<file path="src/rtl/sipo_frame_ctrl_if.sv">
// Bus between the framed serial source, the SIPO frame controller and the parallel consumer.
// The slave modport is the controller's view; the master modport is the source/consumer view.
interface sipo_frame_ctrl_if #(
    parameter int WIDTH = 8,
    parameter int LEN_W = 8
);
    logic             start_i;
    logic             abort_i;
    logic [LEN_W-1:0] frame_len_i;
    logic             sin_i;
    logic             sin_valid_i;
    logic [WIDTH-1:0] pout_o;
    logic             pout_valid_o;
    logic             pout_ready_i;
    logic             busy_o;
    logic             frame_done_o;
    logic             overrun_o;
    logic [7:0]       ovr_cnt_o;

    modport slave (
        input  start_i, abort_i, frame_len_i, sin_i, sin_valid_i, pout_ready_i,
        output pout_o, pout_valid_o, busy_o, frame_done_o, overrun_o, ovr_cnt_o
    );

    modport master (
        output start_i, abort_i, frame_len_i, sin_i, sin_valid_i, pout_ready_i,
        input  pout_o, pout_valid_o, busy_o, frame_done_o, overrun_o, ovr_cnt_o
    );
endinterface

</file>
<file path="src/rtl/sipo_frame_ctrl.sv">
// SIPO frame controller: assembles serial bits into WIDTH-bit words, hands them out through a
// single-entry valid/ready output register, counts words per frame and reports drops.
module sipo_frame_ctrl #(
    parameter int WIDTH     = 8,
    parameter int LSB_FIRST = 1,
    parameter int LEN_W     = 8
) (
    input  logic              clk,
    input  logic              arst_n,
    sipo_frame_ctrl_if.slave  bus
);
    localparam int BCW = (WIDTH > 2) ? $clog2(WIDTH) : 1;
    localparam logic [BCW-1:0]   BIT_LAST = BCW'(WIDTH - 1);
    localparam logic [BCW-1:0]   BIT_ONE  = BCW'(1);
    localparam logic [LEN_W-1:0] LEN_ONE  = LEN_W'(1);
    localparam logic [LEN_W-1:0] LEN_ZERO = LEN_W'(0);

    typedef enum logic [1:0] {
        ST_IDLE  = 2'd0,
        ST_SHIFT = 2'd1,
        ST_DRAIN = 2'd2
    } state_t;

    state_t           state_q;
    logic [WIDTH-1:0] sreg_q;
    logic [BCW-1:0]   bit_cnt_q;
    logic [LEN_W-1:0] word_cnt_q;
    logic [LEN_W-1:0] len_q;
    logic [WIDTH-1:0] pout_q;
    logic             pout_valid_q;
    logic             busy_q;
    logic             done_q;
    logic             ovr_q;
    logic [7:0]       ovr_cnt_q;

    logic [WIDTH-1:0] sreg_d;
    logic             out_free_s;
    logic             take_s;

    // Next shift-register contents with the current serial bit folded in.
    always_comb begin
        if (LSB_FIRST != 0) begin
            sreg_d = {bus.sin_i, sreg_q[WIDTH-1:1]};
        end else begin
            sreg_d = {sreg_q[WIDTH-2:0], bus.sin_i};
        end
    end

    assign take_s     = pout_valid_q & bus.pout_ready_i;
    assign out_free_s = ~pout_valid_q | bus.pout_ready_i;

    // Frame sequencer with all outputs registered.
    always_ff @(posedge clk or negedge arst_n) begin
        if (!arst_n) begin
            state_q      <= ST_IDLE;
            sreg_q       <= '0;
            bit_cnt_q    <= '0;
            word_cnt_q   <= '0;
            len_q        <= '0;
            pout_q       <= '0;
            pout_valid_q <= 1'b0;
            busy_q       <= 1'b0;
            done_q       <= 1'b0;
            ovr_q        <= 1'b0;
            ovr_cnt_q    <= 8'd0;
        end else begin
            done_q <= 1'b0;
            ovr_q  <= 1'b0;
            // A taken word frees the output register; a same-edge load below overrides this.
            if (take_s) begin
                pout_valid_q <= 1'b0;
            end

            case (state_q)
                ST_IDLE: begin
                    if (bus.start_i && !bus.abort_i) begin
                        len_q      <= bus.frame_len_i;
                        bit_cnt_q  <= '0;
                        word_cnt_q <= '0;
                        if (bus.frame_len_i == LEN_ZERO) begin
                            done_q <= 1'b1;
                        end else begin
                            state_q <= ST_SHIFT;
                            busy_q  <= 1'b1;
                        end
                    end
                end

                ST_SHIFT: begin
                    if (bus.abort_i) begin
                        state_q    <= ST_IDLE;
                        busy_q     <= 1'b0;
                        bit_cnt_q  <= '0;
                        word_cnt_q <= '0;
                    end else if (bus.sin_valid_i) begin
                        sreg_q <= sreg_d;
                        if (bit_cnt_q == BIT_LAST) begin
                            bit_cnt_q  <= '0;
                            word_cnt_q <= word_cnt_q + LEN_ONE;
                            if (out_free_s) begin
                                pout_q       <= sreg_d;
                                pout_valid_q <= 1'b1;
                            end else begin
                                ovr_q <= 1'b1;
                                if (ovr_cnt_q != 8'hFF) begin
                                    ovr_cnt_q <= ovr_cnt_q + 8'd1;
                                end
                            end
                            if ((word_cnt_q + LEN_ONE) == len_q) begin
                                state_q <= ST_DRAIN;
                            end
                        end else begin
                            bit_cnt_q <= bit_cnt_q + BIT_ONE;
                        end
                    end
                end

                ST_DRAIN: begin
                    if (bus.abort_i) begin
                        state_q    <= ST_IDLE;
                        busy_q     <= 1'b0;
                        bit_cnt_q  <= '0;
                        word_cnt_q <= '0;
                    end else if (out_free_s) begin
                        state_q <= ST_IDLE;
                        busy_q  <= 1'b0;
                        done_q  <= 1'b1;
                    end
                end

                default: begin
                    state_q <= ST_IDLE;
                    busy_q  <= 1'b0;
                end
            endcase
        end
    end

    assign bus.pout_o       = pout_q;
    assign bus.pout_valid_o = pout_valid_q;
    assign bus.busy_o       = busy_q;
    assign bus.frame_done_o = done_q;
    assign bus.overrun_o    = ovr_q;
    assign bus.ovr_cnt_o    = ovr_cnt_q;
endmodule

</file>
<file path="src/flat_wrapper.sv">
// flat-port wrapper written by rule: the top's interface ports become plain ports
module sipo_frame_ctrl_flat 
#(
    parameter int WIDTH     = 8,
    parameter int LSB_FIRST = 1,
    parameter int LEN_W     = 8
)
  (clk, arst_n, bus_start_i, bus_abort_i, bus_frame_len_i, bus_sin_i, bus_sin_valid_i, bus_pout_ready_i, bus_pout_o, bus_pout_valid_o, bus_busy_o, bus_frame_done_o, bus_overrun_o, bus_ovr_cnt_o);
  sipo_frame_ctrl_if #(.WIDTH(WIDTH), .LEN_W(LEN_W)) bus_i ();
  input  logic clk;
  input  logic arst_n;
  input wire logic [$bits(bus_i.start_i)-1:0] bus_start_i;
  input wire logic [$bits(bus_i.abort_i)-1:0] bus_abort_i;
  input wire logic [$bits(bus_i.frame_len_i)-1:0] bus_frame_len_i;
  input wire logic [$bits(bus_i.sin_i)-1:0] bus_sin_i;
  input wire logic [$bits(bus_i.sin_valid_i)-1:0] bus_sin_valid_i;
  input wire logic [$bits(bus_i.pout_ready_i)-1:0] bus_pout_ready_i;
  output wire logic [$bits(bus_i.pout_o)-1:0] bus_pout_o;
  output wire logic [$bits(bus_i.pout_valid_o)-1:0] bus_pout_valid_o;
  output wire logic [$bits(bus_i.busy_o)-1:0] bus_busy_o;
  output wire logic [$bits(bus_i.frame_done_o)-1:0] bus_frame_done_o;
  output wire logic [$bits(bus_i.overrun_o)-1:0] bus_overrun_o;
  output wire logic [$bits(bus_i.ovr_cnt_o)-1:0] bus_ovr_cnt_o;
  assign bus_i.start_i = bus_start_i;
  assign bus_i.abort_i = bus_abort_i;
  assign bus_i.frame_len_i = bus_frame_len_i;
  assign bus_i.sin_i = bus_sin_i;
  assign bus_i.sin_valid_i = bus_sin_valid_i;
  assign bus_i.pout_ready_i = bus_pout_ready_i;
  assign bus_pout_o = bus_i.pout_o;
  assign bus_pout_valid_o = bus_i.pout_valid_o;
  assign bus_busy_o = bus_i.busy_o;
  assign bus_frame_done_o = bus_i.frame_done_o;
  assign bus_overrun_o = bus_i.overrun_o;
  assign bus_ovr_cnt_o = bus_i.ovr_cnt_o;
  sipo_frame_ctrl #(.WIDTH(WIDTH), .LSB_FIRST(LSB_FIRST), .LEN_W(LEN_W)) u_core (.clk(clk), .arst_n(arst_n), .bus(bus_i));
endmodule
</file>
<file path="config.mk">
export PLATFORM = sky130hd
export DESIGN_NAME = sipo_frame_ctrl_flat
export DESIGN_NICKNAME = d
export VERILOG_FILES = /design/src/rtl/sipo_frame_ctrl_if.sv /design/src/rtl/sipo_frame_ctrl.sv /design/src/flat_wrapper.sv
export SDC_FILE = /design/constraint.sdc
export NUM_CORES = 1
export LEC_CHECK = 0
export ABC_AREA = 1
export CAP_MARGIN = 20
export CORE_UTILIZATION = 50
export CTS_CLUSTER_SIZE = 20
export DETAILED_ROUTE_END_ITERATION = 10
export DONT_BUFFER_PORTS = 1
export SYNTH_ARGS = -nofsm -noshare
export SYNTH_HDL_FRONTEND = slang
export SYNTH_SLANG_ARGS = --single-unit
</file>
<file path="constraint.sdc">
create_clock -name clk -period 4.13 [get_ports clk]
set_input_delay 1.239 -clock clk [delete_from_list [all_inputs] [get_ports clk]]
set_output_delay 1.239 -clock clk [all_outputs]
set_load 0.01 [all_outputs]
</file>
==> run summary <==
Max capacitance violation total - 0
Dominant cell type by area after synthesis - dfrtp_1
Area delta synth->final - 6.841%
GRT overflow - 0
Total Routing Usage GR - 20.14%
Post-synthesis sequential area ratio - 51.31%
CP max FO - 10
Num rows - 24
Syn Area/Cell - 8.331 sq um
Worst EP required - 4.35 ns
Clock sink count - 48
First-pass GRT wire length - 7.762 mm
Diode count - 0
Final Net Count - 304
Antenna violations before repair - 0
Inst Count DP - 330
Cell Chain, Critical Path - inv_1 > nor2_1 > nor3_1 > nor4_2 > nand4_1 > o21ai_0
HPWL after detailed placement - 3.223 mm
Total power - 1.211 mW
Vias in the first global route - 1688
GPL Wtd Cong - 0.8273
Setup-failing EPs final - 0
Vias/cell - 5.133
Core ar. - 4414 sq um
Max-slew headroom - 44.67%
Buf+Inv Stages, Crit Path - 1
Initial Util - 53.03%
Area fraction of the dominant cell type after synthesis - 51.31%
YS warnings - 0
Critical path arrival - 2.50 ns
Worst slew pin tran - 0.8230 ns
Final Skew - 0.007635 ns
Depth of the CTS H-tree - 2
Mapped Cells - 281
Fmax achieved - 437.8 MHz
Starting DRC count in detailed routing - 119
Largest net degree at the start of global routing - 49
TritonCTS clock tree - built
#FFs+latches synth - 48
Routed len/inst - 12.86 um
DR DRC count - 0
Worst path max stage delay - 0.75 ns
Post-route setup TNS - 0 ns
CTS clk-pin slew, worst paths - 0.09 ns
Final Max Tran Viols - 0
Worst setup EP type - flop
Pre-antenna DRT Iters - 4
Clk buf depth - 2
Final Util - 56.66%
Synth area leaders - dfrtp_1 (51%), nand2_1 (12%), o21ai_0 (7.1%)
Synth cell types - 26
DR vias - 1735
Finished Layout Cells - 338
Most frequent cells in the layout - nand2_1 (72), dfrtp_1 (48), inv_1 (43), o21ai_0 (33), nand3_1 (25)
Post-synth EDFFs - 0
Ratio of cells with drive above 1 in the final layout - 6.294%
Final ANT Viol Nets - 0
Async S/R FF share, synth - 100.0%
Final wirelength - 4.345 mm
Final Hold Vio Count - 0
Die area - 4960 sq um
Post-CTS Setup Bufs - 0
Clk root buf - clkbuf_8
Io pins - 35
Die Span X - 70.43 um
CTS Hold Bufs - 0
Post-Syn Area - 2341 sq um
CTS resizes - 0
Worst Setup Path Type - in -> reg
Peak VDD IR - 268.5 uV
CTS buffer count - 5
Slowest CP cell - nor4_2
Setup crit start kind - primary input
Syn nets - 300
RSZ-0062 raised after global routing - false
Static Leakage - 1.222 nW
Tightest Hold Check Type - reg -> reg
CP delay by family, top - simple AND/OR/NAND/NOR gates
Commonest non-fill, non-tap cell in the layout - nand2_1
Worst-Skew Late Latency - 0.30 ns
Cell Pwr Density - 484.4 nW/um^2
Final worst-path cycle share - 55.30%
Crit path time final - 2.284 ns
Port buffer count - 0
Outcome - finished clean
Ys flop type - dfrtp_1
Chip Height - 70.43 um
[per-layer routing]
metal | part of all wire [%] | vias up | GRT usage (%)
li1 | - | 905 | -
met1 | 49 | 803 | 28.00
met2 | 46 | 23 | 30.69
met3 | 5.1 | 4 | 6.061
met4 | 0.51 | 0 | 5.333
met5 | 0 | - | 0
[registers in the layout, summed over array words and instances (netlist names), 2 cells and up]
register and count:
u_core.bus.ovr_cnt_o 8, u_core.bus.pout_o 8, u_core.len_q 8, u_core.word_cnt_q 8, u_core.sreg_q 7, u_core.bit_cnt_q 3, u_core.state_q 2
[logic make-up (layout without fill, tap and decap cells)]
kind of cell / Yosys count / in the layout / share of synthesized area [%]
AO/OA/AOI/OAI: 39 / 39 / 9.300
XOR/XNOR: 10 / 10 / 3.742
adder cells (fa/ha/maj): 4 / 4 / 2.138
buffers and inverters: 49 / 54 / 7.910
flip-flops: 48 / 48 / 51.31
multiplexers: 1 / 1 / 0.4810
AND/OR/NAND/NOR: 130 / 130 / 25.12
[synth_stat cells, types with 2 or more instances]
| cell type | n |
|---|---|
| a21oi_1 | 2 |
| xnor2_1 | 3 |
| nand2_1 | 72 |
| nand3_1 | 25 |
| nor3_1 | 5 |
| inv_2 | 3 |
| dfrtp_1 | 48 |
| ha_1 | 4 |
| xor2_1 | 7 |
| inv_1 | 43 |
| clkbuf_1 | 2 |
| nor2_1 | 18 |
| nand4_1 | 3 |
| o21ai_0 | 33 |
| o22ai_1 | 2 |
[final cells by class]
type / count / area, sq um
Clock buffer: 6 / 72.57
Clock inverter: 2 / 35.03
Fill cell: 413 / 1913
Inverter: 46 / 172.7
Multi-Input combinational cell: 184 / 954.7
Sequential cell: 48 / 1201
Tap cell: 52 / 65.06
[per-stage QoR]
step,instance area (sq um),worst slack [ns],hold WS (ns)
4_1_cts,2501,1.848,0.4956
3_5_place_dp,2394,1.526,0.4737
5_1_grt,2501,1.669,0.5206
6_report,2501,1.846,0.4891
2_1_floorplan,2341,1.810,0.4492
3_3_place_gp,2394,1.560,0.4657
[final timing paths]
kind	slack [ns]	start	endpoint	cells past startpoint
max	1.85	bus_start_i	u_core.word_cnt_q[3]	6
min	0.49	u_core.sreg_q[6]	u_core.sreg_q[6]	2
max in group asynchronous	3.42	arst_n	u_core.len_q[7]	0
min reg2reg	0.49	u_core.sreg_q[6]	u_core.sreg_q[6]	2
max reg2reg	2.23	u_core.bit_cnt_q[0]	u_core.word_cnt_q[3]	6
min in group asynchronous	0.62	arst_n	u_core.len_q[3]	0
[worst reg2reg max path, cell delays in order (launching register included)]
cell     delay [ns]
dfrtp_1        0.36
ha_1           0.16
ha_1           0.23
nor2_1         0.12
nor4_2         0.70
nand4_1        0.14
o21ai_0        0.12
[power breakdown]
| part | switching [mW] | internal [mW] | leakage, nW |
|---|---|---|---|
| clock | 0.150 | 0.180 | 0.0552 |
| combinational | 0.165 | 0.0967 | 0.525 |
| sequential | 0.0640 | 0.556 | 0.641 |
(Power assumes the default switching activity.)
==> RTL change 1, RTL diff (same settings) <==
`LSB_FIRST` is set to 1 in 2 places; all go to 0.
--- a/src/rtl/sipo_frame_ctrl.sv
+++ b/src/rtl/sipo_frame_ctrl.sv
@@ -2,7 +2,7 @@
 // single-entry valid/ready output register, counts words per frame and reports drops.
 module sipo_frame_ctrl #(
     parameter int WIDTH     = 8,
-    parameter int LSB_FIRST = 1,
+    parameter int LSB_FIRST = 0,
     parameter int LEN_W     = 8
 ) (
     input  logic              clk,
--- a/src/flat_wrapper.sv
+++ b/src/flat_wrapper.sv
@@ -2,7 +2,7 @@
 module sipo_frame_ctrl_flat 
 #(
     parameter int WIDTH     = 8,
-    parameter int LSB_FIRST = 1,
+    parameter int LSB_FIRST = 0,
     parameter int LEN_W     = 8
 )
   (clk, arst_n, bus_start_i, bus_abort_i, bus_frame_len_i, bus_sin_i, bus_sin_valid_i, bus_pout_ready_i, bus_pout_o, bus_pout_valid_o, bus_busy_o, bus_frame_done_o, bus_overrun_o, bus_ovr_cnt_o);
Function: changed (Yosys sat finds a counterexample within 10 cycles, from zero or initial values and one cycle with arst_n low).
==> RTL change 1 against the original RTL <==
- design area barely moved
- total power rose by 0.37%
- sequential cell count did not move
- synthesized area fell by 0.21%
- sequential share of layout area barely moved
- critical path depth did not move
- final cell count fell by 0.59%
- worst setup slack got worse by 6.0 ps
- wire length rose by 0.62%
- register-to-register slack barely moved
==> RTL change 1: results (changes against the original RTL) <==
Cts bufs inserted = 5 (unchanged)
Ys async rst share = 100% (unchanged)
Clk slew on worst S/H paths = 90 ps (about the same)
Dpl hpwl = 3230 µm (was 3220 µm)
Worst-skew pair later-pin latency = 300 ps (about the same)
Via count = 1719 (was 1735)
Post-Syn Area per Cell = 8.37 µm² (was 8.33 µm²)
First-pass GRT wire length = 7270 µm (was 7760 µm)
Worst vdd ir = 0.261 mV (was 0.268 mV)
Diodes inserted = 0 (unchanged)
CTS tree = done (unchanged)
Initial antenna violation count = 0 (unchanged)
Total wire length = 4370 µm (was 4350 µm)
Yosys cell types = 27 (was 26)
Final Skew = 6.02 ps (was 7.64 ps)
CP Max Fanout = 10 (unchanged)
Largest cells by area after synthesis = dfrtp_1 51%, nand2_1 11%, o21ai_0 7.1%, inv_1 6.6%, nand3_1 5.4% (was dfrtp_1 51%, nand2_1 12%, o21ai_0 7.1%, inv_1 6.9%, nand3_1 5.3%)
Leakage = 1.21 nW (was 1.22 nW)
GRT Overall Usage = 19.3% (was 20.1%)
Actual slew at the worst max-slew pin = 845 ps (was 823 ps)
Post-Layout Cell Count = 336 (was 338)
PortBufs = 0 (unchanged)
Largest net degree at the start of global routing = 49 (unchanged)
Vias in the first global route = 1632 (was 1688)
Layout cells sized above 1 = 7.04% (was 6.29%)
Placer congestion estimate = 0.811 (was 0.827)
Worst path max stage delay = 770 ps (was 750 ps)
Htree depth = 2 (unchanged)
Synthesis Warnings = 0 (unchanged)
Layout net count = 302 (was 304)
Dpl cells = 328 (was 330)
Dpl cell area = 2390 µm² (about the same)
CTS Buffer Depth = 2 (unchanged)
Post-CTS setup buffers = 0 (unchanged)
Hold Path Class = reg2reg (unchanged)
Slowest cell on the critical path = nor4_2 (unchanged)
Worst Path Arrival = 2520 ps (was 2500 ps)
Seq/Total Area, Yosys = 51.4% (was 51.3%)
Root buf cell = clkbuf_8 (unchanged)
Synth cell count leaders = 71 x nand2_1, 48 x dfrtp_1, 41 x inv_1, 33 x o21ai_0, 25 x nand3_1 (was 72 x nand2_1, 48 x dfrtp_1, 43 x inv_1, 33 x o21ai_0, 25 x nand3_1)
Status = completed (unchanged)
Initial drt markers = 89 (was 119)
Number of detailed-route iterations in the first pass = 4 (unchanged)
Post-CTS Resized = 0 (unchanged)
==> RTL change 1: power breakdown <==
| part | internal (mW) | switching, mW | total, mW |
|---|---|---|---|
| Clock | 0.179 | 0.159 | 0.338 |
| Sequential | 0.556 | 0.0633 | 0.619 |
| Combinational | 0.0962 | 0.163 | 0.259 |
| Total | 0.831 | 0.385 | 1.22 |
==> RTL change 1: per-layer routing <==
metal	global-route usage [%]	up-vias	part of all wire [%]
met5	0	-	0
met4	10.7	0	3.3
met3	6.64	11	5.5
met2	29.0	34	44
met1	24.2	776	48
li1	-	898	-
==> RTL change 1: final cells by class <==
| type | count | area (µm²) |
|---|---|---|
| clock buffer | 5 | 68.8 |
| clock inverter | 3 | 42.5 |
| fill | 423 | 1910 |
| inverter | 44 | 165 |
| multi-input combinational | 184 | 957 |
| sequential | 48 | 1200 |
| tap | 52 | 65.1 |
==> RTL change 1: final timing paths <==
check	slack [ps]	depth (start not counted)	from	endpoint
worst max-delay path	1840	6	bus_start_i	u_core.word_cnt_q[3]
worst min-delay path	490	2	u_core.sreg_q[5]	u_core.sreg_q[5]
worst max register to register	2230	6	u_core.bit_cnt_q[1]	u_core.word_cnt_q[3]
worst min register to register	490	2	u_core.sreg_q[5]	u_core.sreg_q[5]
max in group asynchronous	3410	0	arst_n	u_core.word_cnt_q[5]
min in group asynchronous	620	0	arst_n	u_core.len_q[2]
==> RTL change 1: kinds of logic after synthesis <==
| family | Yosys count | synth area share, % |
|---|---|---|
| muxes | 1 | 0.482 |
| AOI/OAI and AO/OA | 39 | 9.32 |
| and+or+nand+nor | 130 | 25.3 |
| xor gates and xnor gates | 10 | 3.75 |
| DFF | 48 | 51.4 |
| buffers and inverters | 47 | 7.61 |
| adders and majority gates | 4 | 2.14 |
==> RTL change 1: per-stage QoR <==
step	setup WS [ps]	power, mW	util (%)
after global routing	1640	1.30	56.6
final	1840	1.22	56.6
after detailed placement	1490	0.890	54.1
after global placement	1570	0.884	54.1
after CTS	1810	1.23	56.6
after floorplan	1810	0.829	-
==> RTL change 1: critical path, delay by kind of cell <==
kind	cells	cell delay (ps)
simple gates	4	1140
compound gates	1	120
buf+inv	1	20
==> RTL change 2, RTL diff (same settings) <==
Without the edit above. Encoding of `state_t`: now one-hot (3 bits for 3 states).
--- a/src/rtl/sipo_frame_ctrl.sv
+++ b/src/rtl/sipo_frame_ctrl.sv
@@ -15,10 +15,10 @@
     localparam logic [LEN_W-1:0] LEN_ONE  = LEN_W'(1);
     localparam logic [LEN_W-1:0] LEN_ZERO = LEN_W'(0);
 
-    typedef enum logic [1:0] {
-        ST_IDLE  = 2'd0,
-        ST_SHIFT = 2'd1,
-        ST_DRAIN = 2'd2
+    typedef enum logic [2:0] {
+        ST_IDLE  = 3'b001,
+        ST_SHIFT = 3'b010,
+        ST_DRAIN = 3'b100
     } state_t;
 
     state_t           state_q;
Behaviour: no difference found for any inputs over 10 cycles, from zero or initial values and one cycle with arst_n low; not proved beyond that.
==> RTL change 2 against the original RTL <==
- wire length rose by 11%
- via count increased by 7.2%
- worst setup slack got worse by 42 ps
- design area increased by 5.0%
- count of clock-buffer cells in the layout unchanged
- first-iteration DRC count shrank 5.0%
- utilization fell by 1.4 points
- total power rose by 4.7%
- sequential cell count grew 1
- synthesized area increased by 5.6%
- highest routed layer unchanged
==> RTL change 2: results (changes against the original RTL) <==
Slowest cell on the critical path = a21oi_1 (was nor4_2)
Clk slew on worst S/H paths = 90 ps (about the same)
Crit path capture = u_core.word_cnt_q[6] (was u_core.word_cnt_q[3])
Synth cell count leaders = 74 x nand2_1, 48 x dfrtp_1, 44 x inv_1, 33 x nand3_1, 27 x o21ai_0 (was 72 x nand2_1, 48 x dfrtp_1, 43 x inv_1, 33 x o21ai_0, 25 x nand3_1)
End of the worst hold path = u_core.sreg_q[1] (was u_core.sreg_q[6])
Seq/Total Area, Yosys = 49.7% (was 51.3%)
Ys async rst share = 100% (unchanged)
Total wire length = 4830 µm (was 4350 µm)
Placer congestion estimate = 0.851 (was 0.827)
Synth Area in Compound Gates = 8.76% (was 9.30%)
Slew HR = 68.4% (was 44.7%)
Reg2Reg Capture Point = u_core.bus.pout_o[7] (was u_core.word_cnt_q[3])
Yosys cell types = 33 (was 26)
Hold WS = 491 ps (was 489 ps)
CP Max Fanout = 7 (was 10)
Worst vdd ir = 0.314 mV (was 0.268 mV)
Worst setup startpoint = bus_abort_i (was bus_start_i)
Hold Path Class = reg2reg (unchanged)
Dpl hpwl = 3570 µm (was 3220 µm)
XOR/XNOR Fraction of Synth Area = 2.48% (was 3.74%)
Initial drt markers = 113 (was 119)
Layout cells sized above 1 = 8.31% (was 6.29%)
Status = completed (unchanged)
Filler cells = 450 (was 413)
Setup TNS = 0 ps (unchanged)
Largest net degree at the start of global routing = 50 (was 49)
Worst hold start = u_core.sreg_q[1] (was u_core.sreg_q[6])
Final Skew = 7.23 ps (was 7.64 ps)
Root buf cell = clkbuf_8 (unchanged)
First-pass GRT wire length = 8320 µm (was 7760 µm)
Largest cells by area after synthesis = dfrtp_1 49%, nand2_1 11%, inv_1 6.7%, nand3_1 6.7%, o21ai_0 5.5% (was dfrtp_1 51%, nand2_1 12%, o21ai_0 7.1%, inv_1 6.9%, nand3_1 5.3%)
Vias in the first global route = 1812 (was 1688)
Reg2Reg Setup Slack = 2180 ps (was 2230 ps)
Leakage = 1.34 nW (was 1.22 nW)
Mux cell area share after synthesis = 1.82% (was 0.481%)
Worst path max stage delay = 370 ps (was 750 ps)
GRT Overall Usage = 20.9% (was 20.1%)
Adder-cell share of the synthesized area = 2.03% (was 2.14%)
Initial antenna violation count = 0 (unchanged)
Layout net count = 319 (was 304)
Via count = 1860 (was 1735)
## RTL change 2: changes by cell type after synthesis, moves of 3 or more
cell,delta
a21oi_1,+3
o21ai_0,-6
mux2_2,+3
nor2_2,+3
nand3_1,+8
nor2_1,-4
## RTL change 2: kinds of logic after synthesis
family                   count (synthesis)
AO/OA/AOI/OAI                           40
adder cells (fa/ha/maj)                  4
flip-flops                              49
multiplexers                             4
buffers and inverters                   50
XOR/XNOR                                 7
AND/OR/NAND/NOR                        143
## RTL change 2: worst min-delay path: cells and delay by family, from the launching register on
family	cells	cell delay [ps]
AO/OA/AOI/OAI	1	60
AND/OR/NAND/NOR	1	50
flip-flops	1	350
## RTL change 2: per-layer routing
layer	part of all wire (%)	GRT usage, %	vias to the layer above
met5	0	0	-
met4	1.6	7.63	0
met3	4.3	5.42	6
met2	44	31.8	35
met1	50	29.0	858
li1	-	-	961
## RTL change 2: power by group
group          switching (mW)  total [mW]  internal (mW)
clock network           0.165       0.284          0.120
registers              0.0664       0.650          0.583
logic                   0.209       0.334          0.125
total                   0.440        1.27          0.828
## RTL change 2: metrics by stage
stage,worst slack [ps],cells,area [µm²],utilization [%]
finish,1800,368,2630,55.2
global placement,1560,360,2540,53.4
floorplan,1750,297,2470,-
CTS,1820,368,2630,55.2
detailed placement,1500,360,2540,53.4
global route,1600,368,2630,55.2
## RTL change 2: area by class of cell
type	instances	area (µm²)	area share, %
inverters	46	175	6.67
flip-flops and latches	49	1230	46.7
well taps	67	83.8	3.19
clock inverters	2	15.0	0.572
multi-input cells	198	1050	40.1
clock buffers	6	72.6	2.76
